### src/rtl/la_pkg.sv
// Shared types and helpers for the logic-analyzer capture path.
package la_pkg;

    localparam int unsigned SMPL_DEPTH = 384;

    typedef enum logic [2:0] {
        IDLE  = 3'd0,
        PRE   = 3'd1,
        ARMED = 3'd2,
        POST  = 3'd3,
        DONE  = 3'd4
    } capture_state_t;

    // Circular successor of addr in a RAM of the given depth (need not be a power of two).
    function automatic int unsigned next_addr(input int unsigned addr, input int unsigned depth);
        return (addr >= depth - 1) ? 0 : addr + 1;
    endfunction

endpackage

### src/rtl/capture_addr_ctr.sv
// Wrapping sample-RAM write pointer: clr returns to 0, inc advances with DEPTH-1 -> 0 wrap.
module capture_addr_ctr
    import la_pkg::*;
#(
    parameter int unsigned DEPTH = SMPL_DEPTH,
    parameter int unsigned AW    = $clog2(DEPTH)
) (
    input  logic          clk,
    input  logic          rst,
    input  logic          clr,
    input  logic          inc,
    output logic [AW-1:0] addr
);

    logic [AW-1:0] addr_q;
    logic [AW-1:0] addr_d;

    always_comb begin
        addr_d = addr_q;
        if (clr) begin
            addr_d = '0;
        end else if (inc) begin
            addr_d = AW'(next_addr(32'(addr_q), DEPTH));
        end
    end

    always_ff @(posedge clk or posedge rst) begin
        if (rst) begin
            addr_q <= '0;
        end else begin
            addr_q <= addr_d;
        end
    end

    assign addr = addr_q;

endmodule

### src/rtl/capture_ctrl.sv
// Capture sequencer: pre-trigger fill, circular armed writing, post-trigger
// count-down and sticky done, driving the sample RAM write port.
module capture_ctrl
    import la_pkg::*;
#(
    parameter int unsigned DEPTH = SMPL_DEPTH,
    parameter int unsigned AW    = $clog2(DEPTH)
) (
    input  logic          clk,
    input  logic          rst,
    input  logic          wrt_smpl,
    input  logic          trig,
    input  logic          capture_start,
    input  logic          abort,
    input  logic          done_clr,
    input  logic [AW-1:0] trig_pos,
    output logic          we,
    output logic [AW-1:0] waddr,
    output logic          set_armed,
    output logic          busy,
    output logic          capture_done,
    output logic [AW-1:0] trig_addr
);

    localparam int unsigned CW = AW + 1;

    capture_state_t state_q, state_d;
    logic [AW-1:0]  tp_q, tp_d;
    logic [AW-1:0]  pre_cnt_q, pre_cnt_d;
    logic [AW-1:0]  pre_inc;
    logic [AW-1:0]  trig_addr_q, trig_addr_d;
    logic [CW-1:0]  post_cnt_q, post_cnt_d;
    logic [CW-1:0]  post_load;
    logic           set_armed_q, set_armed_d;
    logic           busy_q, busy_d;
    logic           capture_done_q, capture_done_d;
    logic           active;
    logic           ptr_clr;

    // Writes are zero-latency from the strobe; abort suppresses the write of its own clk.
    assign active = (state_q == PRE) || (state_q == ARMED) || (state_q == POST);
    assign we     = wrt_smpl && active && !abort;

    capture_addr_ctr #(
        .DEPTH (DEPTH),
        .AW    (AW)
    ) u_addr_ctr (
        .clk  (clk),
        .rst  (rst),
        .clr  (ptr_clr),
        .inc  (we),
        .addr (waddr)
    );

    // A write coincident with the trigger is already the first post-trigger sample.
    assign post_load = CW'(DEPTH) - CW'(tp_q) - CW'(we);
    assign pre_inc   = pre_cnt_q + AW'(1);

    always_comb begin
        state_d     = state_q;
        tp_d        = tp_q;
        pre_cnt_d   = pre_cnt_q;
        trig_addr_d = trig_addr_q;
        post_cnt_d  = post_cnt_q;
        ptr_clr     = 1'b0;

        if (abort) begin
            state_d = IDLE;
        end else begin
            case (state_q)
                IDLE, DONE: begin
                    if (capture_start) begin
                        ptr_clr   = 1'b1;
                        pre_cnt_d = '0;
                        tp_d      = trig_pos;
                        state_d   = (trig_pos == '0) ? ARMED : PRE;
                    end else if ((state_q == DONE) && done_clr) begin
                        state_d = IDLE;
                    end
                end
                PRE: begin
                    if (we) begin
                        pre_cnt_d = pre_inc;
                        if (pre_inc == tp_q) begin
                            state_d = ARMED;
                        end
                    end
                end
                ARMED: begin
                    if (trig) begin
                        trig_addr_d = waddr;
                        post_cnt_d  = post_load;
                        state_d     = (post_load == '0) ? DONE : POST;
                    end
                end
                POST: begin
                    if (we) begin
                        post_cnt_d = post_cnt_q - CW'(1);
                        if (post_cnt_q == CW'(1)) begin
                            state_d = DONE;
                        end
                    end
                end
                default: begin
                    state_d = IDLE;
                end
            endcase
        end

        // Arm level rises the clk after ARMED entry and drops together with the exit.
        set_armed_d    = (state_q == ARMED) && (state_d == ARMED);
        busy_d         = (state_d == PRE) || (state_d == ARMED) || (state_d == POST);
        capture_done_d = (state_d == DONE);
    end

    always_ff @(posedge clk or posedge rst) begin
        if (rst) begin
            state_q        <= IDLE;
            tp_q           <= '0;
            pre_cnt_q      <= '0;
            trig_addr_q    <= '0;
            post_cnt_q     <= '0;
            set_armed_q    <= 1'b0;
            busy_q         <= 1'b0;
            capture_done_q <= 1'b0;
        end else begin
            state_q        <= state_d;
            tp_q           <= tp_d;
            pre_cnt_q      <= pre_cnt_d;
            trig_addr_q    <= trig_addr_d;
            post_cnt_q     <= post_cnt_d;
            set_armed_q    <= set_armed_d;
            busy_q         <= busy_d;
            capture_done_q <= capture_done_d;
        end
    end

    assign set_armed    = set_armed_q;
    assign busy         = busy_q;
    assign capture_done = capture_done_q;
    assign trig_addr    = trig_addr_q;

endmodule
### config.mk
export PLATFORM = sky130hd
export DESIGN_NAME = capture_ctrl
export DESIGN_NICKNAME = d
export VERILOG_FILES = /design/src/rtl/la_pkg.sv /design/src/rtl/capture_addr_ctr.sv /design/src/rtl/capture_ctrl.sv
export SDC_FILE = /design/constraint.sdc
export NUM_CORES = 1
export LEC_CHECK = 0
export ABC_CLOCK_PERIOD_IN_PS = 3600
export BUFFER_PORTS_ARGS = -buffer_cell sky130_fd_sc_hd__clkbuf_2
export CAP_MARGIN = 20
export CORE_AREA = 2 2 88 90
export CTS_BUF_LIST = sky130_fd_sc_hd__clkbuf_4 sky130_fd_sc_hd__clkbuf_8
export CTS_CLUSTER_DIAMETER = 80
export DETAILED_ROUTE_END_ITERATION = 10
export DIE_AREA = 0 0 90 92
export PLACE_DENSITY_LB_ADDON = 0.2
export SETUP_SLACK_MARGIN = 0.05
export SYNTH_ARGS = -nofsm -noshare
export SYNTH_HDL_FRONTEND = slang
export SYNTH_SLANG_ARGS = --single-unit
### constraint.sdc
create_clock -name clk -period 3.6 [get_ports clk]
set_input_delay 0.9 -clock clk [delete_from_list [all_inputs] [get_ports clk]]
set_output_delay 0.9 -clock clk [all_outputs]
set_load 0.05 [all_outputs]
## Yosys cells after proc, flatten, opt, wreduce, memory -nomap -nowiden

Cells that the tools add are included.

- Output and inout port bits: 22
- Bits of input ports: 16
- Register bits after elaboration: 52
- Word-level logic and storage cells: 73

- Reductions and logical operators: 20
- Order comparisons: 1
- Equal/unequal tests: 14
- Add/subtract/negate cells: 5
- Multiplexer cells: 23
- Bitwise logic cells: 1

Operators with widths:

| kind | number |
|---|---|
| two-way mux 9 bit | 5 |
| two-way mux 3 bit | 9 |
| two-way mux 10 bit | 2 |
| one-hot mux 10 bit (2 select lines) | 1 |
| adder 9 x 1 -> 9 bit (second input constant) | 2 |
| one-hot mux 9 bit (2 select lines) | 1 |
| equality test 3 x 2 -> 1 bit (second input constant) | 4 |
| one-hot mux 3 bit (4 select lines) | 1 |
| equality test 10 x 1 -> 1 bit (second input constant) | 1 |
| zero test 10 bit | 1 |
| subtractor 10 x 1 -> 10 bit | 1 |
| subtractor 10 x 1 -> 10 bit (second input constant) | 1 |
| subtractor 9 x 9 -> 10 bit (first input constant) | 1 |
| equality test 9 bit | 1 |
| greater-or-equal comparator 9 bit (second input constant) | 1 |
| zero test 9 bit | 1 |
| != test 2 bit (second input constant) | 4 |
| AND reduction 4 bit | 2 |
| equality test 3 x 1 -> 1 bit (second input constant) | 2 |
| equality test 3 bit (second input constant) | 2 |
| AND reduction 3 bit | 2 |
| nonzero test 2 bit | 3 |
| logical AND 1 bit | 4 |
| logical OR 1 bit | 4 |
| other kinds (6) | 8 |

## Depth between registers and ports, before layout

- Depth after elaboration: 14
- Gate-level depth with buffers: 15
- Depth with buffers taken out: 13

## Modules after synthesis

Synthesis repeated with hierarchy kept, for this count alone.

- Cell total of the unflattened synthesis: 368
- Area, all modules: 3304.4 sq um

By module, submodules not included:

| module | seq. area each (sq um) | area an instance (sq um) | cells each | times used |
|---|---|---|---|---|
| capture_ctrl | 1076.0 | 2793.9 | 314 | 1 |
| capture_addr_ctr | 225.2 | 510.5 | 54 | 1 |

## Least setup slack after synthesis

Ideal clock, no wire load.

- Path type: input to register
- Start point: in wrt_smpl
- End point: reg busy_q, in the netlist busy
- Required time: 3.462 ns
- Buffers on the path: 1
- Setup slack: 0.000 ns
- Stages: 11
- Arrival: 3.462 ns
- Library setup time: 0.138 ns
- Cells stage by stage: or3b_1 > or2_1 > buf_6 > ha_1 > ha_1 > a211o_1 > a2111oi_0 > nor4b_1 > a311oi_1 > and3_1 > a31oi_1

- Longest elaborated chain between the ends: 11
- Elaborated cells between the ends (all ways): 15
- Classes of those cells: 1 x add/sub; 3 x eq/ne; 6 x mux; 5 x reduce/logical

Ends and longest elaborated chain:

| what | line | text |
|---|---|---|
| start: declaration | capture_ctrl.sv:11 | `input logic wrt_smpl,` |
| logical AND 1 bit * (2 in a row) | capture_ctrl.sv:42 | `assign we = wrt_smpl && active && !abort;` |
| subtractor 10 x 1 -> 10 bit | capture_ctrl.sv:56 | `assign post_load = CW'(DEPTH) - CW'(tp_q) - CW'(we);` |
| zero test 10 bit | capture_ctrl.sv:93 | `state_d = (post_load == '0) ? DONE : POST;` |
| two-way mux 3 bit | capture_ctrl.sv:93 |  |
| two-way mux 3 bit | capture_ctrl.sv:90 | `if (trig) begin` |
| one-hot mux 3 bit (4 select lines) * | capture_ctrl.sv:70 | `case (state_q)` |
| two-way mux 3 bit * | capture_ctrl.sv:67 | `if (abort) begin` |
| equality test 3 x 1 -> 1 bit / equality test 3 x 2 -> 1 bit (equally long branches) | capture_ctrl.sv:112 | `busy_d = (state_d == PRE) \|\| (state_d == ARMED) \|\| (state_d == POST);` |
| logical OR 1 bit | capture_ctrl.sv:112 |  |
| logical OR 1 bit * | capture_ctrl.sv:112 |  |
| net busy_d | capture_ctrl.sv:35 | `logic busy_q, busy_d;` |
| end signal: assignment | capture_ctrl.sv:133 | `busy_q <= busy_d;` |
| end: declaration | capture_ctrl.sv:35 |  |

Mark *: on every way through the listed nets, which the timed path passes. The rest lies on a longest branch.
A chain may end at the register's enable or synchronous reset.

## Worst setup path in the final report

Ends and elaborated chain as after synthesis.

==> flow_summary.ini <==
[status]
status = complete, no violations

[synth]
synth_top_area_share_pct = 40.8
async_flop_share_pct = 100
synth_area_leaders = dfrtp_1, ha_1, o21ai_0
synthesis.area_um2 = 3190
yosysSeqAreaShare_pct = 40.8
yosysWarnings = 0
syn-num-nets = 384
ys_seq_elements = 52
synth_edf_count = 0
avgSynthCellArea_um2 = 9.00
synth_area_leader_cell = dfrtp_1
ys_types = 58
synth_flop_cell = dfrtp_1
synthCells = 354

[route]
drt-initial-drc-count = 138
vias = 2793
ant_nets = 0
drc = 0
totalWireLength_um = 7690
first_pass_iters = 4
wl_per_cell_um = 15.2
routed_via_density = 5.52

[setup_path]
path_delay_family = compound AO/OA/AOI/OAI gates
cp.arrival_ns = 3.60
critPathSlowestCell = a211oi_1
crit_chain = clkbuf_2 > or3b_1 > or2_1 > ha_1 > ha_1 > a211oi_1 > o21ai_0 > xor2_1 > o41ai_1 > buf_4 > and3_1 > a31oi_1
r2r_slack_ns = 0.28
critPathMaxStageDelay_ns = 0.36
setup.worst_path.start_class = primary input
crit_buf_inv = 2
path_max_fanout = 3
cp_data_required_time_ns = 3.79
crit_type = in -> reg
cp_common_cell = ha_1
endpoint_kind = flop

[cells_and_area]
layout.nets = 433
diodes = 0
layout-drive-gt1-share_pct = 19.8
utilization_pct = 49.2
area_delta_synth_final_pct = 15.0
layout_common_cells = dfrtp_1, clkbuf_2, nand2_1
final_common_cell = dfrtp_1

[floorplan]
fp.dieArea_um2 = 8280
io_pins = 38
initial_core_util_pct = 42.8
fp.coreArea_um2 = 7450
fp.dieW_um = 90
die_height_um = 92
rows = 32

[sta]
worst_slew_pin_slew_ns = 0.748
rsz0062_at_grt = false
slew_viol_final = 0
setup_viol = 0
finClkSkew_ns = 0.00566
min_period_ns = 3.40
setup_ws_ns = 0.196
fmax_ghz = 0.294
hold_viol = 0
max-slew-margin-rel_pct = 50.1
setup_tns_ns = 0
fin_crit_sh_pct = 94.5

[clock_tree]
clockBufferDepth = 2
root_buffer = clkbuf_8
cts_setup_buffers = 0
htreeDepth = 2
ctsHoldBuffers = 0
cts_buffers = 5
clock_sinks = 52
clock_latency_ns = 0.31
cts_tree = done
clkTransAtPathRegs_ns = 0.10
cts_resized = 0

[grt]
first_global_vias = 2625
antenna_found_initial = 0
grt_max_degree = 37
grt_pass1_wl_um = 12900
overflow = 0
grtUsageTotal_pct = 19.1

[power_and_ir_drop]
seqPwrFrac_pct = 41.8
p_sw_share_pct = 36.3
switchingPower_mw = 0.577
powerDensity_nw_per_um2 = 434
pwr-share-clk_pct = 22.6
p_int_mw = 1.01
p_leak_nw = 1.70
comb_power_share_pct = 35.7
peakVddDrop_uv = 175

[placed_design]
portBuffers = 37
hpwlAfterDp_um = 5890
dp_slack_ns = -0.0813
gp_congestion = 0.875

[run]
maxCapViolCount = 0

[min_path]
hold_class = reg -> reg
[worst paths after layout]
path                                       to  cells after the start           from
worst max-delay path                     busy                     12       wrt_smpl
worst min-delay path            post_cnt_q[4]                      2  post_cnt_q[4]
worst max register to register           busy                     12     state_q[0]
worst min register to register  post_cnt_q[4]                      2  post_cnt_q[4]
max in group asynchronous       post_cnt_q[8]                      3            rst
min in group asynchronous        pre_cnt_q[6]                      2            rst
[metal layers]
layer	vias up	global-route usage, %	part of all wire [%]
met5	-	0	0
met4	0	4.62	1.0
met3	6	2.79	3.1
met2	45	33.0	49
met1	1349	25.3	47
li1	1393	-	-
[tightest hold or removal path: stages, from the launching register on]
cell	delay (ns)
dfrtp_1	0.34
o21ai_0	0.07
o21ai_0	0.07
[power by group through the flow]
stage | logic (mW) | registers, mW | clock network (mW)
after floorplan | 0.364 | 0.679 | 0
after global placement | 0.555 | 0.674 | 0
after detailed placement | 0.559 | 0.675 | 0
after CTS | 0.563 | 0.664 | 0.375
after global routing | 0.618 | 0.672 | 0.395
final | 0.567 | 0.664 | 0.359
[metrics by stage]
step | cell area, um2 | hold WS [ns] | cells | power [mW]
floorplan | 3190 | 0.461 | 354 | 1.04
global placement | 3570 | 0.486 | 498 | 1.23
detailed placement | 3570 | 0.490 | 498 | 1.23
CTS | 3660 | 0.514 | 506 | 1.60
global route | 3660 | 0.535 | 506 | 1.68
finish | 3660 | 0.508 | 506 | 1.59
[cell type report]
type                       instances  area, um2
clock inverter                     3       27.5
fill                             749       3780
inverter                          15       68.8
tap                              102        128
clock buffer                       5       68.8
timing repair buffer              53        305
sequential                        52       1300
multi-input combinational        276       1770
[cell usage after synthesis, types with 4 or more instances]
cell       n
nand3_1   10
nand2b_1   4
nand2_1   35
mux2_2    11
a31oi_1    8
dfrtp_1   52
nor3_1     7
xor2_1    10
and3_1     8
a21oi_1   19
nand4_1    7
nor4_1     4
ha_1      14
nor2_1    32
o31ai_1    6
xnor2_1   12
o22ai_1    6
o21ai_0   33
inv_1     13
clkbuf_1   8
[flip-flops by register name, summed over array words and instances (netlist names)]
name / flops
post_cnt_q: 10
pre_cnt_q: 9
tp_q: 9
trig_addr: 9
u_addr_ctr.addr: 9
state_q: 3
busy: 1
capture_done: 1
set_armed: 1
[cell families (layout without fill, tap and decap cells)]
group | Yosys count | count (layout) | synth area share (%)
AOI/OAI and AO/OA | 101 | 101 | 20.0
xor gates and xnor gates | 22 | 22 | 6.05
adders and majority gates | 14 | 14 | 5.50
buffers and inverters | 26 | 76 | 3.81
DFF | 52 | 52 | 40.8
muxes | 12 | 12 | 4.20
and+or+nand+nor | 127 | 127 | 19.6
Note: power is estimated with default switching activity, not from simulation.
